$ cat src/rtl/messbauer_diff_discriminator_generator.sv
// ---------------------------------------------------------------------------
// messbauer_diff_discriminator_generator
//
// Purpose: produces test bursts for a Moessbauer differential discriminator.
// Each rising edge on the asynchronous `channel` strobe (while idle and
// enabled) starts one burst of IMPULSES_PER_CHANNEL impulses. Every impulse
// raises lower_threshold for LOWER_DURATION cycles. Impulses from index
// IMPULSES_FOR_SELECTION onward also raise upper_threshold for
// UPPER_DURATION cycles, starting one cycle after lower rises. Each impulse
// is followed by PAUSE_DURATION cycles with both levels low. A final single
// cycle (DONE) pulses channel_done and advances channel_index. cycle_done
// marks the last channel of a measurement cycle.
//
// Ports:
//   aclk            in   clock
//   areset_n        in   asynchronous active-low reset
//   enable          in   1 = accept new channel strobes (gates burst start only)
//   channel         in   asynchronous channel-advance strobe, rising edge active
//   lower_threshold out  lower discriminator level
//   upper_threshold out  upper discriminator level
//   busy            out  burst in progress
//   channel_done    out  one-cycle pulse at end of each burst
//   cycle_done      out  one-cycle pulse at end of last burst of a cycle
//   channel_index   out  index of current/next burst, 0..CHANNELS_PER_CYCLE-1
//   overrun         out  sticky; strobe arrived while busy
// ---------------------------------------------------------------------------
module messbauer_diff_discriminator_generator #(
  parameter int LOWER_DURATION         = 3,
  parameter int UPPER_DURATION         = 1,
  parameter int PAUSE_DURATION         = 10,
  parameter int IMPULSES_PER_CHANNEL   = 16,
  parameter int IMPULSES_FOR_SELECTION = 4,
  parameter int CHANNELS_PER_CYCLE     = 4,
  parameter int CNT_W                  = 8
) (
  input  logic             aclk,
  input  logic             areset_n,
  input  logic             enable,
  input  logic             channel,
  output logic             lower_threshold,
  output logic             upper_threshold,
  output logic             busy,
  output logic             channel_done,
  output logic             cycle_done,
  output logic [CNT_W-1:0] channel_index,
  output logic             overrun
);

  // Illegal parameter sets stop elaboration.
  generate
    if (UPPER_DURATION < 1 ||
        LOWER_DURATION < UPPER_DURATION + 2 ||
        PAUSE_DURATION < 1 ||
        IMPULSES_PER_CHANNEL < 1 ||
        CHANNELS_PER_CYCLE < 1 ||
        IMPULSES_FOR_SELECTION < 0 ||
        IMPULSES_FOR_SELECTION >= IMPULSES_PER_CHANNEL ||
        LOWER_DURATION >= (1 << CNT_W) ||
        UPPER_DURATION >= (1 << CNT_W) ||
        PAUSE_DURATION >= (1 << CNT_W) ||
        IMPULSES_PER_CHANNEL >= (1 << CNT_W) ||
        CHANNELS_PER_CYCLE >= (1 << CNT_W)) begin : g_bad_params
      $error("messbauer_diff_discriminator_generator: illegal parameter set");
    end
  endgenerate

  typedef enum logic [2:0] {
    IDLE,
    LOWER_LEAD,
    UPPER_HIGH,
    LOWER_TAIL,
    PAUSE,
    DONE
  } state_t;

  localparam logic [CNT_W-1:0] C_ONE         = CNT_W'(1);
  localparam logic [CNT_W-1:0] C_UPPER_LAST  = CNT_W'(UPPER_DURATION - 1);
  // LOWER_TAIL length: the rest of the lower pulse after LOWER_LEAD (and
  // after UPPER_HIGH when the impulse carries an upper pulse).
  localparam logic [CNT_W-1:0] C_TAIL_NOUP   = CNT_W'(LOWER_DURATION - 2);
  localparam logic [CNT_W-1:0] C_TAIL_UP     = CNT_W'(LOWER_DURATION - UPPER_DURATION - 2);
  localparam logic [CNT_W-1:0] C_PAUSE_LAST  = CNT_W'(PAUSE_DURATION - 1);
  localparam logic [CNT_W-1:0] C_IMP_LAST    = CNT_W'(IMPULSES_PER_CHANNEL - 1);
  localparam logic [CNT_W-1:0] C_CH_LAST     = CNT_W'(CHANNELS_PER_CYCLE - 1);
  localparam logic [CNT_W:0]   C_SEL         = (CNT_W+1)'(IMPULSES_FOR_SELECTION);

  state_t           r_state;
  logic             r_sync1;
  logic             r_sync2;
  logic             r_sync3;
  logic [CNT_W-1:0] r_cnt;
  logic [CNT_W-1:0] r_imp;
  logic [CNT_W-1:0] r_index;
  logic             r_overrun;

  state_t           w_state_next;
  logic [CNT_W-1:0] w_cnt_next;
  logic [CNT_W-1:0] w_imp_next;
  logic [CNT_W-1:0] w_index_next;
  logic             w_overrun_next;
  logic             w_edge;
  logic             w_upper_imp;
  logic [CNT_W:0]   w_imp_plus1;
  logic [CNT_W-1:0] w_tail_last;

  // r_sync1/r_sync2 resynchronise the strobe; r_sync3 is the previous
  // synchronised value used for rising-edge detection.
  assign w_edge = r_sync2 & ~r_sync3;

  // "index >= IMPULSES_FOR_SELECTION" written as "index+1 > SEL" so the
  // comparison stays meaningful when SEL is zero.
  assign w_imp_plus1 = {1'b0, r_imp} + {{CNT_W{1'b0}}, 1'b1};
  assign w_upper_imp = (w_imp_plus1 > C_SEL);
  assign w_tail_last = w_upper_imp ? C_TAIL_UP : C_TAIL_NOUP;

  always_ff @(posedge aclk or negedge areset_n) begin
    if (!areset_n) begin
      r_state   <= IDLE;
      r_sync1   <= 1'b0;
      r_sync2   <= 1'b0;
      r_sync3   <= 1'b0;
      r_cnt     <= '0;
      r_imp     <= '0;
      r_index   <= '0;
      r_overrun <= 1'b0;
    end else begin
      r_state   <= w_state_next;
      r_sync1   <= channel;
      r_sync2   <= r_sync1;
      r_sync3   <= r_sync2;
      r_cnt     <= w_cnt_next;
      r_imp     <= w_imp_next;
      r_index   <= w_index_next;
      r_overrun <= w_overrun_next;
    end
  end

  always_comb begin
    w_state_next    = r_state;
    w_cnt_next      = r_cnt;
    w_imp_next      = r_imp;
    w_index_next    = r_index;
    // Any strobe outside IDLE (DONE included) is discarded and flagged.
    w_overrun_next  = r_overrun | (w_edge & (r_state != IDLE));
    lower_threshold = 1'b0;
    upper_threshold = 1'b0;
    busy            = (r_state != IDLE);
    channel_done    = 1'b0;
    cycle_done      = 1'b0;
    channel_index   = r_index;
    overrun         = r_overrun;

    case (r_state)
      IDLE: begin
        if (w_edge && enable) begin
          w_state_next = LOWER_LEAD;
          w_cnt_next   = '0;
          w_imp_next   = '0;
        end
      end
      LOWER_LEAD: begin
        lower_threshold = 1'b1;
        w_cnt_next      = '0;
        w_state_next    = w_upper_imp ? UPPER_HIGH : LOWER_TAIL;
      end
      UPPER_HIGH: begin
        lower_threshold = 1'b1;
        upper_threshold = 1'b1;
        if (r_cnt == C_UPPER_LAST) begin
          w_cnt_next   = '0;
          w_state_next = LOWER_TAIL;
        end else begin
          w_cnt_next = r_cnt + C_ONE;
        end
      end
      LOWER_TAIL: begin
        lower_threshold = 1'b1;
        if (r_cnt == w_tail_last) begin
          w_cnt_next   = '0;
          w_state_next = PAUSE;
        end else begin
          w_cnt_next = r_cnt + C_ONE;
        end
      end
      PAUSE: begin
        if (r_cnt == C_PAUSE_LAST) begin
          w_cnt_next = '0;
          if (r_imp == C_IMP_LAST) begin
            w_state_next = DONE;
          end else begin
            w_imp_next   = r_imp + C_ONE;
            w_state_next = LOWER_LEAD;
          end
        end else begin
          w_cnt_next = r_cnt + C_ONE;
        end
      end
      DONE: begin
        channel_done = 1'b1;
        cycle_done   = (r_index == C_CH_LAST);
        w_index_next = (r_index == C_CH_LAST) ? '0 : r_index + C_ONE;
        w_state_next = IDLE;
      end
      default: begin
        w_state_next = IDLE;
      end
    endcase
  end

endmodule
$ cat config.mk
export PLATFORM = sky130hd
export DESIGN_NAME = messbauer_diff_discriminator_generator
export DESIGN_NICKNAME = d
export VERILOG_FILES = /design/src/rtl/messbauer_diff_discriminator_generator.sv
export SDC_FILE = /design/constraint.sdc
export NUM_CORES = 1
export LEC_CHECK = 0
export CAP_MARGIN = 5
export CORE_ASPECT_RATIO = 1.1
export CORE_MARGIN = 3
export CORE_UTILIZATION = 45
export CTS_CLUSTER_DIAMETER = 30
export CTS_CLUSTER_SIZE = 16
export DETAILED_ROUTE_END_ITERATION = 7
export PLACE_DENSITY = 0.68
export REMOVE_ABC_BUFFERS = 1
export SYNTH_ARGS = -nofsm -noshare
export SYNTH_HDL_FRONTEND = slang
export SYNTH_SLANG_ARGS = --single-unit
$ cat constraint.sdc
create_clock -name aclk -period 2.6 [get_ports aclk]
set_clock_uncertainty 0.05 [all_clocks]
set_input_delay 0.39 -clock aclk [delete_from_list [all_inputs] [get_ports aclk]]
set_output_delay 0.39 -clock aclk [all_outputs]
set_load 0.05 [all_outputs]
* Word-level counts from Yosys, hierarchy flattened
Cells that the tools add are included.
Operators by class: add/sub/neg operators 4, muxes and demuxes 21, reductions and logical operators 10, equal/unequal tests 14, multipliers 0, shifts and indexed selects 0, bitwise operators 4, div/mod/pow operators 0, magnitude comparators 1
Operators with widths (count):
- $mux W8 | 7
- $pmux W8 S5 | 1
- $add A8 B1 Y8 const B | 3
- $eq A8 B4 Y1 const B | 2
- $pmux W8 S2 | 1
- $mux W3 | 5
- $pmux W3 S5 | 1
- $ne A2 B2 Y1 const B | 5
- $add A8 B1 Y9 const B | 1
- $gt A9 B3 Y1 const B | 1
- $eq A8 B1 Y1 | 1
- $eq A8 B2 Y1 const B | 1
- $logic_not A8 Y1 | 1
- $reduce_and A4 Y1 | 2
- $eq A3 B2 Y1 const B | 2
- $eq A3 B3 Y1 const B | 2
- $mux W1 | 6
- $reduce_bool A5 Y1 | 1
- $eq A3 B1 Y1 const B | 1
- $logic_not A3 Y1 | 1
- $reduce_bool A3 Y1 | 1
- $reduce_or A3 Y1 | 1
- $and A1 B1 Y1 | 2
- $reduce_and A2 Y1 | 1
- 4 further kinds | 4
Word-level totals: bits of input ports 4, word-level logic and storage cells 62, output and inout port bits 14, latch bits 0, register bits 31, RAM bits 0, memories 0, memory bits (read-only) 0

* Longest topological paths before layout
Gate-level depths: netlist of run 1.
word-level depth 6, gate-level depth with buffers 8, depth with buffers taken out 7

* Worst setup path before layout of run 1
OpenSTA, ideal clock, no wires.
path type register to output, from register r_state[2], to output cycle_done, path buffers 2, slack -98 ps, data required time 2160 ps, arrival 2258 ps, cell stages (with the launch flop) 6, cell sequence dfrtp_1 clkbuf_1 and3b_1 clkbuf_1 nand2_1 nor2_1
Between the ends: longest elaborated chain between the ends 2
Ends and longest elaborated chain:
- start: declaration | RTL line 87 | state_t r_state;
- start signal: assignment | RTL line 127 | r_state <= w_state_next;
- $eq A3 B3 Y1 | RTL line 153 | case (r_state)
- $mux W1 | RTL line 153
- end: declaration | RTL line 44 | output logic cycle_done,
Every way passes these cells.

* Worst setup path in the final report of run 1
from register r_imp[0], to register r_state[1]
Between the ends: longest elaborated chain between the ends 6
Ends and longest elaborated chain:
- start: declaration | RTL line 92 | logic [CNT_W-1:0] r_imp;
- start signal: assignment | RTL line 132 | r_imp <= w_imp_next;
- $add A8 B1 Y9 | RTL line 112 | assign w_imp_plus1 = {1'b0, r_imp} + {{CNT_W{1'b0}}, 1'b1};
- $gt A9 B3 Y1 | RTL line 113 | assign w_upper_imp = (w_imp_plus1 > C_SEL);
- $mux W1 | RTL line 114 | assign w_tail_last = w_upper_imp ? C_TAIL_UP : C_TAIL_NOUP;
- $eq A8 B1 Y1 | RTL line 178 | if (r_cnt == w_tail_last) begin
- $ne A2 B2 Y1 (no source line)
- $reduce_and A4 Y1 (no source line)
Every way passes these cells. A chain may end at the register's enable or synchronous reset.

==> results of run 1 <==
## power by group through the flow
stage          Combinational, mW  Clock (mW)  Sequential, mW
2_1_floorplan              0.459           0           0.682
3_3_place_gp               0.762           0           0.642
3_5_place_dp               0.767           0           0.648
4_1_cts                    0.770       0.290           0.639
5_1_grt                    0.833       0.320           0.654
6_report                   0.762       0.281           0.639
## routing by layer
layer  vias to the layer above  share of wire, %
met5                         -                 0
met4                         0               1.7
li1                        686                 -
met1                       651                46
met3                         5               4.3
met2                        24                48
## what timing repair did
item                       4_1_cts  5_1_grt
setup endpoints to repair        0        6
buffers inserted                 0        0
resized for setup                0        2
## metrics by stage
stage                     hold slack, ps  cells  worst slack [ps]  util, %  instance area, sq um
after detailed placement           292.5    245             35.67    55.56                  1927
after global routing               339.1    253             25.57    57.25                  1986
after global placement             293.6    245             98.57    55.56                  1927
after floorplan                    44.41    174             54.24        -                  1654
after CTS                          324.5    253             4.992    57.11                  1981
final                              318.0    253             137.7    57.25                  1986
## path summary, 6_finish.rpt
check	startpoint	to	depth (start not counted)
setup / recovery	r_imp[0]	r_state[1]	7
hold / removal	r_sync1	r_sync2	0
setup reg to reg	r_imp[0]	r_state[1]	7
hold reg to reg	r_sync1	r_sync2	0
max in group asynchronous	areset_n	r_cnt[4]	2
min in group asynchronous	areset_n	channel_index[7]	2
## layout make-up
type,instances,share of cell area [%]
tap,48,3.025
clock inverter,2,0.6301
sequential,31,39.07
clock buffer,6,2.079
timing repair buffer,23,10.84
multi-input combinational,140,43.79
inverter,3,0.5671
## cell families (layout without fill, tap and decap cells)
family	after synthesis	count (layout)	share of synthesized area [%]
buf+inv	8	34	2.233
simple gates	82	82	24.94
flops	31	31	46.17
fa+ha+maj	5	5	3.723
mux	2	2	1.266
compound gates	43	43	17.50
xor+xnor	8	8	4.170
## Yosys cell counts (all sizes together)
master / instances
or3b: 1
or2: 2
nand4b: 1
xnor2: 7
and4: 2
nand4: 4
and2: 1
o211ai: 3
nor4: 1
nor2: 22
mux2i: 1
nand2b: 6
nor2b: 4
dfrtp: 31
o22ai: 1
xor2: 1
a21bo: 1
and3: 4
o41a: 1
o21ai: 20
a31oi: 3
mux2: 1
nand3: 7
a21o: 3
clkbuf: 3
nor3: 1
a211o: 1
ha: 5
inv: 3
a41oi: 1
o21a: 1
o31ai: 1
buf: 2
nor3b: 2
a311oi: 1
or3: 1
a21oi: 3
a41o: 1
a22o: 1
and3b: 2
a2111oi: 1
nand2: 20
nand3b: 1
## sequential cells by signal, indices dropped and copies added, names as in the netlist
register       cells
channel_index      8
r_sync1            1
r_sync3            1
r_imp              8
r_state            3
r_sync2            1
overrun            1
r_cnt              8
==> results.py, run 1 <==
metrics = {
    "critical_path": {
        "worst-setup-path-type": "reg2reg",
        "crit_path_start_kind": "flop",
        "crit_chain": "ha_2 -> a21bo_2 -> a2111oi_4 -> a31oi_1 -> o41a_1 -> or2_1 -> a211o_1",
        "crit_required_ps": 2790,
        "crit_slowest_cell": "dfrtp_1",
        "cpPeakStageDelay_ps": 410,
        "path_buf_inv": 0,
        "crit_arrival_ps": 2650,
        "crit_path_max_fanout": 5,
        "crit_path_end_kind": "flop",
        "path_delay_family": "compound AO/OA/AOI/OAI gates",
        "rrSetupSlack_ps": 140,
    },
    "clock_network": {
        "cts_tree": "done",
        "insertion_delay_ps": 340,
        "postCtsHoldBufs": 0,
        "root_buffer": "clkbuf_4",
        "cts_max_level": 2,
        "cts_made_buffers": 5,
        "cts_buffer_depth": 2,
        "clkTransAtPathRegs_ps": 100,
        "cts.sinks": 31,
    },
    "die": {
        "die_area_sq_um": 4504,
        "dieHeight_um": 70.09,
        "core_sq_um": 3468,
        "die_x_um": 64.27,
        "ios": 18,
        "start_util_pct": 48.45,
        "rows": 22,
    },
    "flow_run": {
        "cap_violations": 0,
    },
    "power": {
        "pwr-share-seq_pct": 38.0,
        "total_power_mw": 1.683,
        "p_int_mw": 0.9519,
        "power_density_nw_per_um2": 847.3,
        "p_comb_share_pct": 45.3,
        "leakagePower_nw": 0.8779,
        "p_switching_mw": 0.7306,
        "ir_worst_vdd_mv": 0.5179,
        "switching_share_pct": 43.42,
        "clockPowerShare_pct": 16.7,
    },
    "finish": {
        "antenna_cells": 0,
        "layout.cells.most_common": "dfrtp_1",
        "final_cell_mix": "dfrtp_1 (31), nor2_1 (22), nand2_1 (20), o21ai_0 (20), clkdlybuf4s50_1 (15)",
        "ff_latch_area_sq_um": 775.7,
        "multi_input_area_sq_um": 869.6,
        "area_growth_pct": 18.17,
        "fillers": 315,
        "fin_nets": 213,
        "layout-drive-gt1-share_pct": 10.24,
    },
    "sta": {
        "finalHoldViolations": 0,
        "fmax_mhz": 406.1,
        "rsz0062_at_grt": "false",
        "period_share_pct": 94.70,
        "fin_tns_setup_ps": 0,
        "maxSlewHeadroom_pct": 66.13,
        "timing_max_transition_violations_final": 0,
        "period_minus_slack_ps": 2462,
        "setup_viol_count_final": 0,
        "tightest_slew_ps": 503.3,
    },
    "yosys": {
        "synth_top_area_share_pct": 46.17,
        "yosys_warnings": 0,
        "synth_cell_types": 46,
        "yosys-top-cells-area": "dfrtp_1 (46%), o21ai_0 (6.0%), nor2_1 (4.9%)",
        "yosysTopAreaCell": "dfrtp_1",
        "syn_avg_cell_area_sq_um": 9.387,
        "syn_inst": 179,
        "synth-seq-cells": 31,
        "syn_area_sq_um": 1680,
        "synth_seq_area_share_pct": 46.17,
    },
    "placement": {
        "port_buffers": 17,
        "hpwl_um": 2525,
        "place_congestion": 0.8613,
    },
    "outcome": {
        "outcome": "complete, no violations",
    },
    "drt": {
        "ant_nets": 0,
        "viasPerCell": 5.399,
        "vias": 1366,
        "drt_iter0_markers": 118,
        "wl_per_cell_um": 13.57,
        "dr.pass1.iters": 4,
        "drt_wl_total_um": 3432,
        "drc": 0,
    },
    "global_routing": {
        "use_met2_pct": 26.95,
        "grt_util_met1_pct": 22.44,
        "grt_pass1_vias": 1298,
        "grt.busiest_layer": "met2",
        "met3_usage_pct": 5.466,
        "grt_pass1_wl_um": 6106,
        "gr-total-overflow": 0,
        "antenna_found_initial": 0,
        "grtUsageTotal_pct": 17.49,
        "grt_max_degree": 32,
    },
    "worst_hold_path": {
        "min_path_type": "reg2reg",
    },
}
Note: power is estimated with default switching activity, not from simulation.
==> run 2: changes to the inputs <==
- CAP_MARGIN: 5 -> unset
- CORE_UTILIZATION: 45 -> 50
- PLACE_DENSITY: 0.68 -> 0.75
- SETUP_SLACK_MARGIN: unset -> 0.05
==> run 2 against run 1 <==
Net effect: core utilization is 7.0 points higher; sequential power is 0.6% lower; clock-buffer cell count is 1 higher; final cell count is 4.3% lower; first-iteration DRC count is 69% lower; critical path depth stayed put; worst hold slack worse by 11 ps; highest routed layer unchanged; critical endpoint unchanged; largest cell class unchanged; clock power is 15% higher.
==> results.py, run 2 (synthesis results as in run 1) <==
metrics = {
    "global_routing": {
        "grtUsageTotal_pct": 18.98,
        "antenna_found_initial": 0,
        "gr-total-overflow": 0,
        "grt_max_degree": 32,
        "grt_pass1_vias": 1312,
        "grt_pass1_wl_um": 5789,
    },
    "sta": {
        "setup_viol_count_final": 0,
        "tightest_slew_ps": 514.3,
        "fin_tns_setup_ps": 0,
        "maxSlewHeadroom_pct": 65.61,
        "period_minus_slack_ps": 2425,
        "rsz0062_at_grt": "false",
        "finalHoldViolations": 0,
        "period_share_pct": 93.28,
        "timing_max_transition_violations_final": 0,
        "setup_slack_ps": 174.8,
        "fmax_mhz": 412.3,
    },
    "power": {
        "power_density_nw_per_um2": 870.2,
        "ir_worst_vdd_mv": 0.7157,
        "leakagePower_nw": 0.9036,
    },
    "outcome": {
        "outcome": "complete, no violations",
    },
    "clock_network": {
        "cts_made_buffers": 5,
        "cts_max_level": 2,
        "cts_tree": "done",
        "cts_buffer_depth": 2,
        "insertion_delay_ps": 330,
        "cts.sinks": 31,
        "root_buffer": "clkbuf_4",
        "clkTransAtPathRegs_ps": 90,
    },
    "placement": {
        "dp_cells": 231,
        "place_congestion": 0.8343,
        "pre_cts_slack_ps": 33.67,
        "hpwl_um": 2447,
        "port_buffers": 17,
    },
    "flow_run": {
        "cap_violations": 0,
    },
    "drt": {
        "viasPerCell": 5.719,
        "wl_per_cell_um": 13.88,
        "drt_iter0_markers": 37,
        "drt_wl_total_um": 3360,
        "drc": 0,
        "ant_nets": 0,
        "vias": 1384,
        "dr.pass1.iters": 4,
    },
    "die": {
        "die_x_um": 61.28,
        "ios": 18,
        "core_sq_um": 3127,
        "rows": 21,
        "start_util_pct": 53.74,
        "die_area_sq_um": 4093,
        "dieHeight_um": 66.80,
    },
    "finish": {
        "layout-drive-gt1-share_pct": 12.02,
        "fin_cells": 242,
        "area_growth_pct": 19.58,
        "fin_nets": 216,
        "layout.cells.most_common": "dfrtp_1",
        "final_cell_mix": "dfrtp_1 (31), nor2_1 (22), nand2_1 (20), o21ai_0 (20), clkdlybuf4s50_1 (15)",
        "antenna_cells": 0,
    },
    "critical_path": {
        "crit_arrival_ps": 2590,
        "crit_path_start_kind": "flop",
        "crit_path_max_fanout": 4,
        "worst-setup-path-type": "reg2reg",
        "r2r-start": "r_imp[0]",
        "crit_required_ps": 2760,
        "critPathLaunch": "r_imp[0]",
        "crit_path_end_kind": "flop",
    },
    "worst_hold_path": {
        "min_path_type": "reg2reg",
        "hold_start": "r_sync1",
    },
}
## run 2: cell types whose count changed in the layout (fill, tap and decap cells not counted)
| cell | previous run | this run |
|---|---|---|
| buf_4 | 7 | 10 |
| clkbuf_1 | 1 | 0 |
| clkbuf_8 | 0 | 2 |
| clkinv_2 | 1 | 0 |
## run 2: cell type report
class	instances	area, sq um
Fill cell	267	1117
Multi-Input combinational cell	140	869.6
Sequential cell	31	775.7
Timing Repair Buffer	26	237.7
Clock buffer	7	65.06
Tap cell	34	42.54
Inverter	3	11.26
Clock inverter	1	7.507
## run 2: routing by layer
layer | wire length (um) | global-route usage [%] | up-vias
met5 | 0 | 0 | -
met2 | 1618 | 30.82 | 22
met3 | 131 | 5.426 | 6
met4 | 42 | 6.504 | 0
met1 | 1569 | 23.66 | 663
li1 | - | - | 693
## run 2: through the flow
| stage | power [mW] | hold WS [ps] | area [sq um] | utilization [%] |
|---|---|---|---|---|
| floorplan | 1.141 | 44.41 | 1654 | - |
| global placement | 1.392 | 283.3 | 1909 | 61.06 |
| detailed placement | 1.415 | 288.9 | 1909 | 61.06 |
| CTS | 1.758 | 311.2 | 1997 | 63.87 |
| global route | 1.872 | 329.0 | 2009 | 64.27 |
| finish | 1.749 | 306.9 | 2009 | 64.27 |
## run 2: path summary, 6_finish.rpt
path | depth (start not counted) | to | slack, ps
max | 7 | r_state[1] | 170
min | 0 | r_sync2 | 310
max reg2reg | 7 | r_state[1] | 170
min reg2reg | 0 | r_sync2 | 310
max in group asynchronous | 2 | channel_index[7] | 1810
min in group asynchronous | 2 | r_imp[5] | 390
## run 2: critical path, cell delays in order, from the launching register on
cell,delay [ps]
dfrtp_1,370
ha_2,200
a21bo_2,240
a2111oi_4,380
a31oi_1,140
o41a_1,360
or2_1,280
a211o_1,290
## run 2: power by group
part           internal [mW]  total (mW)  switching [mW]
Sequential             0.548       0.635          0.0878
Combinational          0.319       0.791           0.472
Clock                  0.158       0.322           0.164
Total                   1.02        1.75           0.724
## run 2: repair_timing
action / 4_1_cts / 5_1_grt
gates resized for setup: 0 / 2
pin swaps: 0 / 1
hold buffers: 0 / 0
buffers inserted: 2 / 1
endpoints found under the setup margin: 1 / 6
==> run 3: changes to the inputs <==
- CORE_ASPECT_RATIO: 1.1 -> 0.9
==> run 3 against run 2 <==
Net effect: sequential share of layout area fell by 0.29 points; clock-buffer cell count rose by 1; non-clock buffer count fell by 3; critical path type is now reg2out; highest routed layer unchanged.
==> results.py, run 3 (synthesis results as in run 1) <==
metrics = {
    "outcome": {
        "outcome": "complete, no violations",
    },
    "finish": {
        "layout.cells.most_common": "dfrtp_1",
        "antenna_cells": 0,
        "fin_nets": 213,
        "final_cell_mix": "dfrtp_1 (31), nor2_1 (22), nand2_1 (20), o21ai_0 (20), clkdlybuf4s50_1 (15)",
        "fin_cells": 247,
        "utilization_pct": 64.51,
        "area_growth_pct": 20.48,
        "final_area_sq_um": 2024,
        "layout-drive-gt1-share_pct": 10.24,
    },
    "drt": {
        "viasPerCell": 5.725,
        "wl_per_cell_um": 13.86,
        "drt_wl_total_um": 3423,
        "vias": 1414,
        "ant_nets": 0,
        "drt_iter0_markers": 53,
        "drc": 0,
        "dr.pass1.iters": 4,
    },
    "power": {
        "ir_worst_vdd_mv": 0.6209,
        "power_density_nw_per_um2": 895.7,
        "total_power_mw": 1.813,
        "leakagePower_nw": 0.9045,
    },
    "clock_network": {
        "postCtsHoldBufs": 0,
        "cts_max_level": 2,
        "clkTransAtPathRegs_ps": 60,
        "cts_tree": "done",
        "root_buffer": "clkbuf_8",
        "cts_made_buffers": 5,
        "insertion_delay_ps": 270,
        "cts_buffer_depth": 2,
        "cts.sinks": 31,
    },
    "global_routing": {
        "grt_pass1_wl_um": 5975,
        "antenna_found_initial": 0,
        "grtUsageTotal_pct": 19.35,
        "gr-total-overflow": 0,
        "grt_pass1_vias": 1320,
        "grt_max_degree": 32,
    },
    "critical_path": {
        "crit_required_ps": 2160,
        "worst-setup-path-type": "reg2out",
        "crit_arrival_ps": 2000,
        "crit_path_start_kind": "flop",
        "crit_path_end_kind": "primary output",
        "crit_path_max_fanout": 13,
    },
    "worst_hold_path": {
        "min_path_type": "reg2reg",
    },
    "placement": {
        "pre_cts_slack_ps": 23.11,
        "postPlaceCellArea_sq_um": 1904,
        "port_buffers": 17,
        "place_congestion": 0.8243,
        "dp_cells": 237,
        "hpwl_um": 2429,
    },
    "sta": {
        "rsz0062_at_grt": "false",
        "period_share_pct": 93.69,
        "finalHoldViolations": 0,
        "setup_slack_ps": 164.2,
        "fin_tns_setup_ps": 0,
        "setup_viol_count_final": 0,
        "fmax_mhz": 410.5,
        "fin_hold_ws_ps": 304.4,
        "timing_max_transition_violations_final": 0,
        "tightest_slew_ps": 514.0,
        "period_minus_slack_ps": 2436,
        "maxSlewHeadroom_pct": 65.68,
    },
    "flow_run": {
        "cap_violations": 0,
    },
    "die": {
        "dieHeight_um": 61.00,
        "core_sq_um": 3138,
        "ios": 18,
        "rows": 19,
        "die_x_um": 67.11,
        "start_util_pct": 53.55,
        "die_area_sq_um": 4093,
    },
}
[run 3: cell count changes in the layout (fill, tap and decap cells not counted)]
cell and delta:
clkbuf_1 +1, clkbuf_4 -5, clkinvlp_4 -1, buf_4 -3, clkbuf_8 +5
[run 3: cell type report]
| class | instances | area, sq um |
|---|---|---|
| tap | 42 | 52.55 |
| clock buffer | 8 | 100.1 |
| timing repair buffer | 23 | 215.2 |
| sequential | 31 | 775.7 |
| fill | 263 | 1114 |
| inverter | 3 | 11.26 |
| multi-input combinational | 140 | 869.6 |
[run 3: worst max-delay path, stage by stage (launching register included)]
cell             delay, ps
dfrtp_1                500
nor3b_1                340
clkdlybuf4s50_1        880
[run 3: where the power goes]
group	internal (mW)	switching [mW]
Clock	0.241	0.165
Sequential	0.548	0.0958
Combinational	0.294	0.469
[run 3: worst paths after layout]
check | start | endpoint | slack, ps | cells after the start
setup / recovery | r_state[2] | upper_threshold | 160 | 2
hold / removal | r_sync1 | r_sync2 | 300 | 0
setup reg to reg | r_imp[0] | r_state[1] | 190 | 7
hold reg to reg | r_sync1 | r_sync2 | 300 | 0
max in group asynchronous | areset_n | r_imp[7] | 1760 | 2
min in group asynchronous | areset_n | channel_index[7] | 450 | 2
[run 3: layer usage]
layer	up-vias	routed length (um)	part of all wire, %	global-route usage [%]
met3	2	163	4.8	5.185
met2	37	1673	49	31.23
met4	0	17	0.50	6.069
met1	688	1568	46	25.59
met5	-	0	0	0
li1	687	-	-	-
[run 3: what timing repair did]
action	in CTS	in global routing
resized for setup	1	1
buffers inserted	2	0
pin swaps	0	3
setup endpoints to repair	1	6
